==> config.mk <==
export PLATFORM = sky130hd
export DESIGN_NAME = arbitro_memoria_tabuleiro
export DESIGN_NICKNAME = d
export VERILOG_FILES = /design/src/rtl/arbitro_memoria_tabuleiro.sv
export SDC_FILE = /design/constraint.sdc
export NUM_CORES = 1
export LEC_CHECK = 0
export CAP_MARGIN = 25
export CORE_AREA = 2 2 220 222
export DETAILED_ROUTE_END_ITERATION = 8
export DIE_AREA = 0 0 222 224
export MAX_ROUTING_LAYER = met4
export PLACE_DENSITY = 0.5
export SYNTH_ARGS = -nofsm -noshare
export SYNTH_HDL_FRONTEND = slang
export SYNTH_SLANG_ARGS = --single-unit
==> constraint.sdc <==
create_clock -name clk -period 7.03 [get_ports clk]
set_input_delay 1.406 -clock clk [delete_from_list [all_inputs] [get_ports clk]]
set_output_delay 1.406 -clock clk [all_outputs]
set_load 0.02 [all_outputs]
==> src/rtl/arbitro_memoria_tabuleiro.sv <==
// ---------------------------------------------------------------------------
// arbitro_memoria_tabuleiro
//
// Round-robin arbiter that shares the two 32x64 board memories (player 1 and
// player 2) among four requesters: 0 validator, 1 collider, 2 score, 3 VGA.
// A requester holds req for a burst of single-cycle accesses; MAX_BURST caps
// a burst whenever somebody else is waiting, so nobody starves.
//
// Ports
//   clk                       system clock, rising edge
//   resetGeral                synchronous, active-high reset
//   req[3:0]                  access request per requester
//   jogador[3:0]              board select per requester (0 = P1, 1 = P2)
//   wren[3:0]                 write enable per requester (0 = read)
//   addr_in[19:0]             row address, requester i uses [5i+4:5i]
//   wdata_in[255:0]           write data, requester i uses [64i+63:64i]
//   data_memoria_jogadorUm    P1 memory read port (1-cycle latency)
//   data_memoria_jogadorDois  P2 memory read port (1-cycle latency)
//   gnt[3:0]                  registered one-hot owner (or zero)
//   addr, data                shared memory address / write data
//   wrenP1, wrenP2            per-memory write enables
//   rdata, rvalid[3:0]        read return, one cycle after the read access
//   ocupado                   high whenever gnt is nonzero
// ---------------------------------------------------------------------------
module arbitro_memoria_tabuleiro #(
    parameter int unsigned MAX_BURST = 32
) (
    input  logic         clk,
    input  logic         resetGeral,
    input  logic [3:0]   req,
    input  logic [3:0]   jogador,
    input  logic [3:0]   wren,
    input  logic [19:0]  addr_in,
    input  logic [255:0] wdata_in,
    input  logic [63:0]  data_memoria_jogadorUm,
    input  logic [63:0]  data_memoria_jogadorDois,
    output logic [3:0]   gnt,
    output logic [4:0]   addr,
    output logic [63:0]  data,
    output logic         wrenP1,
    output logic         wrenP2,
    output logic [63:0]  rdata,
    output logic [3:0]   rvalid,
    output logic         ocupado
);

    typedef enum logic {
        ST_IDLE,
        ST_GRANT
    } state_t;

    state_t      state_q, state_d;
    logic [1:0]  owner_q, owner_d;
    logic [1:0]  ptr_q, ptr_d;
    logic [7:0]  cnt_q, cnt_d;

    // Last driven address/data, replayed on cycles without an access.
    logic [4:0]  addr_q, addr_d;
    logic [63:0] data_q, data_d;

    // Pending read return: who issued it and which memory it targets.
    logic        rd_pend_q, rd_pend_d;
    logic [1:0]  rd_idx_q, rd_idx_d;
    logic        rd_sel_q, rd_sel_d;
    logic [63:0] rdata_q, rdata_d;

    logic        access;
    logic [7:0]  cnt_inc;
    logic        release_g;
    logic        found;
    logic [1:0]  found_idx;

    // Round-robin search: first set bit of r at or after start, wrapping 3->0.
    function automatic logic [2:0] rr_pick(input logic [3:0] r, input logic [1:0] start);
        logic       hit;
        logic [1:0] idx;
        logic [1:0] cand;
        hit = 1'b0;
        idx = 2'd0;
        for (int k = 0; k < 4; k++) begin
            cand = start + 2'(k);
            if (!hit && r[cand]) begin
                hit = 1'b1;
                idx = cand;
            end
        end
        return {hit, idx};
    endfunction

    assign access  = (state_q == ST_GRANT) && req[owner_q];
    assign cnt_inc = cnt_q + 8'd1;

    // -----------------------------------------------------------------------
    // State register (also holds the datapath flops)
    // -----------------------------------------------------------------------
    // NOTE: sequential state uses non-blocking assignments so every flop
    // samples the pre-edge values regardless of statement order.
    always_ff @(posedge clk) begin
        // NOTE: every flop is reset, including the datapath holds, so the
        // outputs are defined zeros the cycle after reset and a read return
        // in flight is dropped.
        if (resetGeral) begin
            state_q   <= ST_IDLE;
            owner_q   <= 2'd0;
            ptr_q     <= 2'd0;
            cnt_q     <= 8'd0;
            addr_q    <= 5'd0;
            data_q    <= 64'd0;
            rd_pend_q <= 1'b0;
            rd_idx_q  <= 2'd0;
            rd_sel_q  <= 1'b0;
            rdata_q   <= 64'd0;
        end else begin
            state_q   <= state_d;
            owner_q   <= owner_d;
            ptr_q     <= ptr_d;
            cnt_q     <= cnt_d;
            addr_q    <= addr_d;
            data_q    <= data_d;
            rd_pend_q <= rd_pend_d;
            rd_idx_q  <= rd_idx_d;
            rd_sel_q  <= rd_sel_d;
            rdata_q   <= rdata_d;
        end
    end

    // -----------------------------------------------------------------------
    // Next-state logic
    // -----------------------------------------------------------------------
    // NOTE: every signal assigned here gets a default first, so no path can
    // leave one unassigned and infer a latch.
    always_comb begin
        state_d   = state_q;
        owner_d   = owner_q;
        ptr_d     = ptr_q;
        cnt_d     = cnt_q;
        release_g = 1'b0;
        found     = 1'b0;
        found_idx = 2'd0;

        unique case (state_q)
            ST_IDLE: begin
                {found, found_idx} = rr_pick(req, ptr_q);
                if (found) begin
                    state_d = ST_GRANT;
                    owner_d = found_idx;
                    cnt_d   = 8'd0;
                end
            end
            ST_GRANT: begin
                // A req drop wins over a simultaneous burst-limit hit; both
                // release, and the outcome below is the same either way.
                release_g = !req[owner_q] || (cnt_inc == 8'(MAX_BURST));
                if (!release_g) begin
                    cnt_d = cnt_inc;
                end else begin
                    ptr_d = owner_q + 2'd1;
                    {found, found_idx} = rr_pick(req & ~(4'b0001 << owner_q), owner_q + 2'd1);
                    cnt_d = 8'd0;
                    if (found) begin
                        owner_d = found_idx;          // direct handover, no bubble
                    end else if (!req[owner_q]) begin
                        state_d = ST_IDLE;
                    end                               // else: nobody waiting, keep owner
                end
            end
            default: state_d = ST_IDLE;
        endcase
    end

    // -----------------------------------------------------------------------
    // Output logic (combinational from the registered grant)
    // -----------------------------------------------------------------------
    always_comb begin
        gnt    = (state_q == ST_GRANT) ? (4'b0001 << owner_q) : 4'b0000;
        addr   = addr_q;
        data   = data_q;
        wrenP1 = 1'b0;
        wrenP2 = 1'b0;

        if (access) begin
            addr   = addr_in[int'(owner_q)*5 +: 5];
            data   = wdata_in[int'(owner_q)*64 +: 64];
            wrenP1 = wren[owner_q] & ~jogador[owner_q];
            wrenP2 = wren[owner_q] &  jogador[owner_q];
        end

        addr_d    = addr;
        data_d    = data;

        rd_pend_d = access & ~wren[owner_q];
        rd_idx_d  = owner_q;
        rd_sel_d  = jogador[owner_q];

        // The memory port carries the data addressed in the previous cycle,
        // so the return is a mux, not another register stage.
        rvalid  = rd_pend_q ? (4'b0001 << rd_idx_q) : 4'b0000;
        rdata   = rd_pend_q ? (rd_sel_q ? data_memoria_jogadorDois : data_memoria_jogadorUm)
                            : rdata_q;
        rdata_d = rdata;
        ocupado = |gnt;
    end

endmodule

==> results.cfg, run 1 <==
[die]
rows = 80
die_y_um = 224
die_area_um2 = 49700
ios = 562
die_w_um = 222
core_area_um2 = 47300
initial_core_util = 0.184

[detailed_routing]
ant_nets = 0
drt-vias-per-instance = 4.22
wl_per_cell_um = 18.0
wl_um = 37800
first_pass_iters = 5
vias = 8877
route.detailed.drc = 0
drt_iter0_markers = 384

[global_routing]
grt_first_pass_wirelength_um = 56000
use_met3 = 0.0598
grt_util_met1 = 0.179
grt_max_degree = 77
antenna_found_initial = 1
grt_use_met2 = 0.253
busiest_layer = met2
grt_usage = 0.156
grt_pass1_vias = 9040
grt_overflow = 0

[power]
clkPwrFrac = 0.273
p_leak_nw = 5.99
combPwrFrac = 0.445
powerDensity_nw_per_um2 = 234
power.internal_mw = 2.37
peakVddDrop_mv = 0.145
power_mw = 3.61
power.share.sequential = 0.282
switchingPower_mw = 1.24
netSwitchingFraction = 0.344

[synth]
ys_types = 50
synthFlopType = dfxtp_1
post-synth-top-count-cell = nand2_1
synthesis.area_um2 = 8720
ys_ff_latch = 150
ys_async_sr_fraction = 0
yosys.area.top_type = dfxtp_1
seq_area_frac_synth = 0.344
avgSynthCellArea_um2 = 9.09
synth_nets = 1383
synth_area_leaders = dfxtp_1 (34%), mux4_2 (19%), nand2_1 (9.4%), mux2i_1 (7.8%), nor2b_1 (5.6%)
synth_edf_count = 0
synthTopCellsByCount = nand2_1 (219), dfxtp_1 (150), nor2_1 (85)
yosysWarnings = 0
synth_cells = 960
synth_top_area_share = 0.344

[clock_tree]
insertion_delay_ns = 0.48
cts-resized-gates = 0
clkTransAtPathRegs_ns = 0.06
clockBufferDepth = 2
cts_tree = done
clock-sinks = 150
cts-root-buf = clkbuf_16
cts_setup_buffers = 0
ctsHoldBuffers = 0
htreeDepth = 4
numCtsBuffers = 17

[place]
place_hpwl_um = 29300
dp_cells = 2070
port_buffers = 561
place_congestion = 0.780

[setup_path]
crit_arrival_ns = 4.15
critPathLaunchType = input port
slowest_delay_ns = 0.67
path_cells = clkdlybuf4s50_1 > mux4_2 > nand2_4 > nand2_1 > nand2_1 > clkdlybuf4s50_1
crit_required_ns = 5.62
reg2reg_slack_ns = 3.96
crit_slowest_cell = nand2_4
critical_path_peak_fanout = 70
path_class = input port to output pin
reg2reg_from = owner_q[0]$_SDFFE_PP0P_
worstSetupEndpointType = output pin
r2r_end = owner_q[0]$_SDFFE_PP0P_
reg2reg_depth = 6

[sta]
whs_ns = 0.472
rsz0062_at_grt = no
finalHoldViolCount = 0
fmax_mhz = 180
post-route-period-util = 0.791
setup_viol = 0
tightest_slew_ns = 0.905
drv_slew = 0
finalClockSkew_ns = 0.0133
relSlewSlack = 0.397
period_needed_ns = 5.56
setup_tns_ns = 0

[cells_and_area]
area_growth_pct = 77.0
nets = 1897
fillerInstances = 4963
drive_above_1_share = 0.0847
fin_util = 0.326
fin_cells = 2103

[min_path]
hold_depth = 1
hold_end = cnt_q[7]$_SDFFE_PP0P_
hold_start = cnt_q[7]$_SDFFE_PP0P_
hold_class = register to register

[run_status]
outcome = complete, no violations

[flow_run]
cap_violations = 0
per-layer routing:
metal | part of all wire | vias up
li1 | - | 4320
met1 | 0.42 | 4137
met2 | 0.48 | 399
met3 | 0.087 | 21
met4 | 0.015 | 0
met5 | 0 | -
worst max-delay path by stage:
stage | cells after the start | from | slack [ns] | to
finish | 6 | req[3] | 1.47 | addr[1]
global route | 6 | req[3] | 1.27 | addr[1]
CTS | 6 | req[3] | 1.42 | addr[1]
detailed placement | 6 | req[3] | 1.42 | addr[1]
global placement | 6 | req[3] | 1.47 | addr[1]
floorplan | 7 | req[1] | 2.97 | data[10]
cells by family (layout without fill, tap and decap cells):
| kind of cell | count (synthesis) | in the layout | synth area share |
|---|---|---|---|
| AND/OR/NAND/NOR | 478 | 478 | 0.266 |
| flip-flops | 150 | 150 | 0.344 |
| multiplexers | 142 | 142 | 0.268 |
| AO/OA/AOI/OAI | 101 | 101 | 0.0660 |
| buffers and inverters | 83 | 610 | 0.0482 |
| adder cells (fa/ha/maj) | 5 | 5 | 0.00717 |
| XOR/XNOR | 1 | 1 | 0.00100 |
| other | 0 | 1 | 0 |
critical path: cells and delay by family:
family                 cells  cell delay, ns
AND/OR/NAND/NOR            3            0.97
multiplexers               1            0.58
buffers and inverters      2            1.17
state kept, by name (all words and copies together), names as in the netlist:
signal,count
data_q,64
rd_idx_q,2
rdata_q,64
state_q,1
owner_q,2
rd_sel_q,1
cnt_q,8
rd_pend_q,1
ptr_q,2
addr_q,5
power by group through the flow:
stage	Combinational (mW)	Clock [mW]	Sequential [mW]
6_report	1.61	0.985	1.02
5_1_grt	1.73	1.07	1.03
4_1_cts	1.63	1.04	1.02
3_5_place_dp	1.63	0	1.04
3_3_place_gp	1.62	0	1.04
2_1_floorplan	0.930	0	0.982
per-stage QoR:
stage               setup WS, ns  area [um^2]
CTS                         1.42        15400
finish                      1.47        15400
floorplan                   2.97         8720
global route                1.27        15400
global placement            1.47        14800
detailed placement          1.42        14800
cell type report:
type | count | area [um^2] | share of cell area
antenna | 1 | 2.50 | 0.000162
clock buffer | 21 | 462 | 0.0299
clock inverter | 11 | 146 | 0.00948
inverter | 7 | 26.3 | 0.00170
multi-input combinational | 727 | 5310 | 0.344
sequential | 150 | 3020 | 0.195
tap | 615 | 769 | 0.0498
timing repair buffer | 571 | 5710 | 0.370
cell usage in the layout, fill, tap and decap left out, drive strengths merged, types with 6 or more instances in the layout:
master / synthesis / final
clkdlybuf4s50: 0 / 560
nand2: 220 / 220
dfxtp: 150 / 150
nor2: 86 / 86
nor2b: 78 / 78
a21oi: 76 / 76
mux4: 73 / 73
mux2i: 68 / 68
and2b: 62 / 62
clkbuf: 42 / 21
buf: 34 / 11
inv: 7 / 9
o21ai: 7 / 7
nor3: 6 / 6
No activity file was read; power rests on OpenSTA's default activity.
==> inputs of run 2 (changes only) <==
Settings changed: CORE_AREA 2 2 220 222 to 2 2 219 221, DIE_AREA 0 0 222 224 to 0 0 221 223, PLACE_DENSITY 0.5 to 0.52.
Clock period 7.03 ns to 5.1 ns, I/O delays scaled along.
==> results.cfg, run 2 (synthesis results as in run 1) <==
[sta]
fmax_mhz = 221
drv_slew = 0
setup_tns_ns = 0
fin_ws_ns = 0.565
period_needed_ns = 4.54
setup_viol = 0
rsz0062_at_grt = no
post-route-period-util = 0.889
finalHoldViolCount = 0
finalClockSkew_ns = 0.0106
tightest_slew_ns = 0.990
relSlewSlack = 0.340

[run_status]
outcome = complete, no violations

[detailed_routing]
drt-vias-per-instance = 4.19
wl_met1_um = 15400
route.met3.wl_um = 3050
route.detailed.drc = 0
ant_nets = 0
vias = 8816
wl_per_cell_um = 17.3
drt_iter0_markers = 339
wl_um = 36500
dr_wl_met2_um = 17400
first_pass_iters = 4
routed.top_layer = met4

[clock_tree]
htreeDepth = 4
cts_setup_buffers = 0
clockBufferDepth = 2
cts-root-buf = clkbuf_16
insertion_delay_ns = 0.45
cts_tree = done
cts-resized-gates = 0
numCtsBuffers = 17
clkTransAtPathRegs_ns = 0.06
ctsHoldBuffers = 0
clock-sinks = 150

[setup_path]
path_class = input port to output pin
reg2reg_from = owner_q[0]$_SDFFE_PP0P_
crit_path_start = req[1]
worstSetupEndpointType = output pin
critPathLaunchType = input port
crit_required_ns = 4.08
crit_arrival_ns = 3.52
critical_path_peak_fanout = 22

[min_path]
hold_class = register to register
hold_start = cnt_q[7]$_SDFFE_PP0P_

[cells_and_area]
area_growth_pct = 77.2
fin_cells = 2105
fin_area_um2 = 15500
final_common_cell = clkdlybuf4s50_1
nets = 1900
mostFrequentLayoutCells = clkdlybuf4s50_1 (560), nand2_1 (219), dfxtp_1 (146)
reg_top3 = data_q (64), rdata_q (64), cnt_q (8)
drive_above_1_share = 0.0866

[place]
pre_cts_slack_ns = 0.550
port_buffers = 561
place_hpwl_um = 27900
postPlaceCellArea_um2 = 14900
place_congestion = 0.817
dp_cells = 2073

[die]
die_area_um2 = 49300
core_area_um2 = 47100
die_w_um = 221
ios = 562
initial_core_util = 0.185
rows = 80
die_y_um = 223

[global_routing]
grt_max_degree = 83
grt_usage = 0.150
grt_overflow = 0
grt_pass1_vias = 9258
antenna_found_initial = 1
grt_first_pass_wirelength_um = 55100

[power]
p_leak_nw = 6.01
peakVddDrop_mv = 0.167
powerDensity_nw_per_um2 = 319

[flow_run]
cap_violations = 0
[run 2: final timing paths]
kind | endpoint | slack, ns | cells past startpoint
worst max-delay path | data[40] | 0.56 | 8
worst min-delay path | cnt_q[7]$_SDFFE_PP0P_ | 0.47 | 1
worst max register to register | owner_q[0]$_SDFFE_PP0P_ | 2.44 | 6
worst min register to register | cnt_q[7]$_SDFFE_PP0P_ | 0.47 | 1
[run 2: stage by stage]
step / utilization / hold slack [ns] / total power, mW
after CTS: 0.328 / 0.471 / 5.05
final: 0.328 / 0.474 / 4.93
after global placement: 0.315 / 0.465 / 3.67
after global routing: 0.328 / 0.491 / 5.22
after floorplan: - / 0.437 / 2.64
after detailed placement: 0.315 / 0.462 / 3.68
[run 2: layout make-up]
type                            count  area, um^2
Sequential cell                   150        3020
Antenna cell                        1        2.50
Timing Repair Buffer              574        5740
Tap cell                          615         769
Clock inverter                      6        60.1
Fill cell                        4907       31700
Multi-Input combinational cell    727        5310
Inverter                            7        26.3
Clock buffer                       25         538
[run 2: metal layers]
layer | track usage | vias up
met4 | 0.0455 | 0
met1 | 0.173 | 4071
li1 | - | 4318
met3 | 0.0518 | 35
met2 | 0.246 | 392
met5 | - | -
[run 2: worst max-delay path: stages]
cell and delay [ns]:
clkdlybuf4s50_1 0.54, mux4_2 0.56, nand2_4 0.14, buf_4 0.30, buf_4 0.20, nand2_1 0.06, nand2_1 0.08, clkdlybuf4s50_1 0.61
[run 2: power breakdown]
| part | internal (mW) | switching, mW | total [mW] |
|---|---|---|---|
| clock network | 0.778 | 0.529 | 1.31 |
| logic | 1.16 | 1.02 | 2.19 |
| registers | 1.30 | 0.131 | 1.43 |
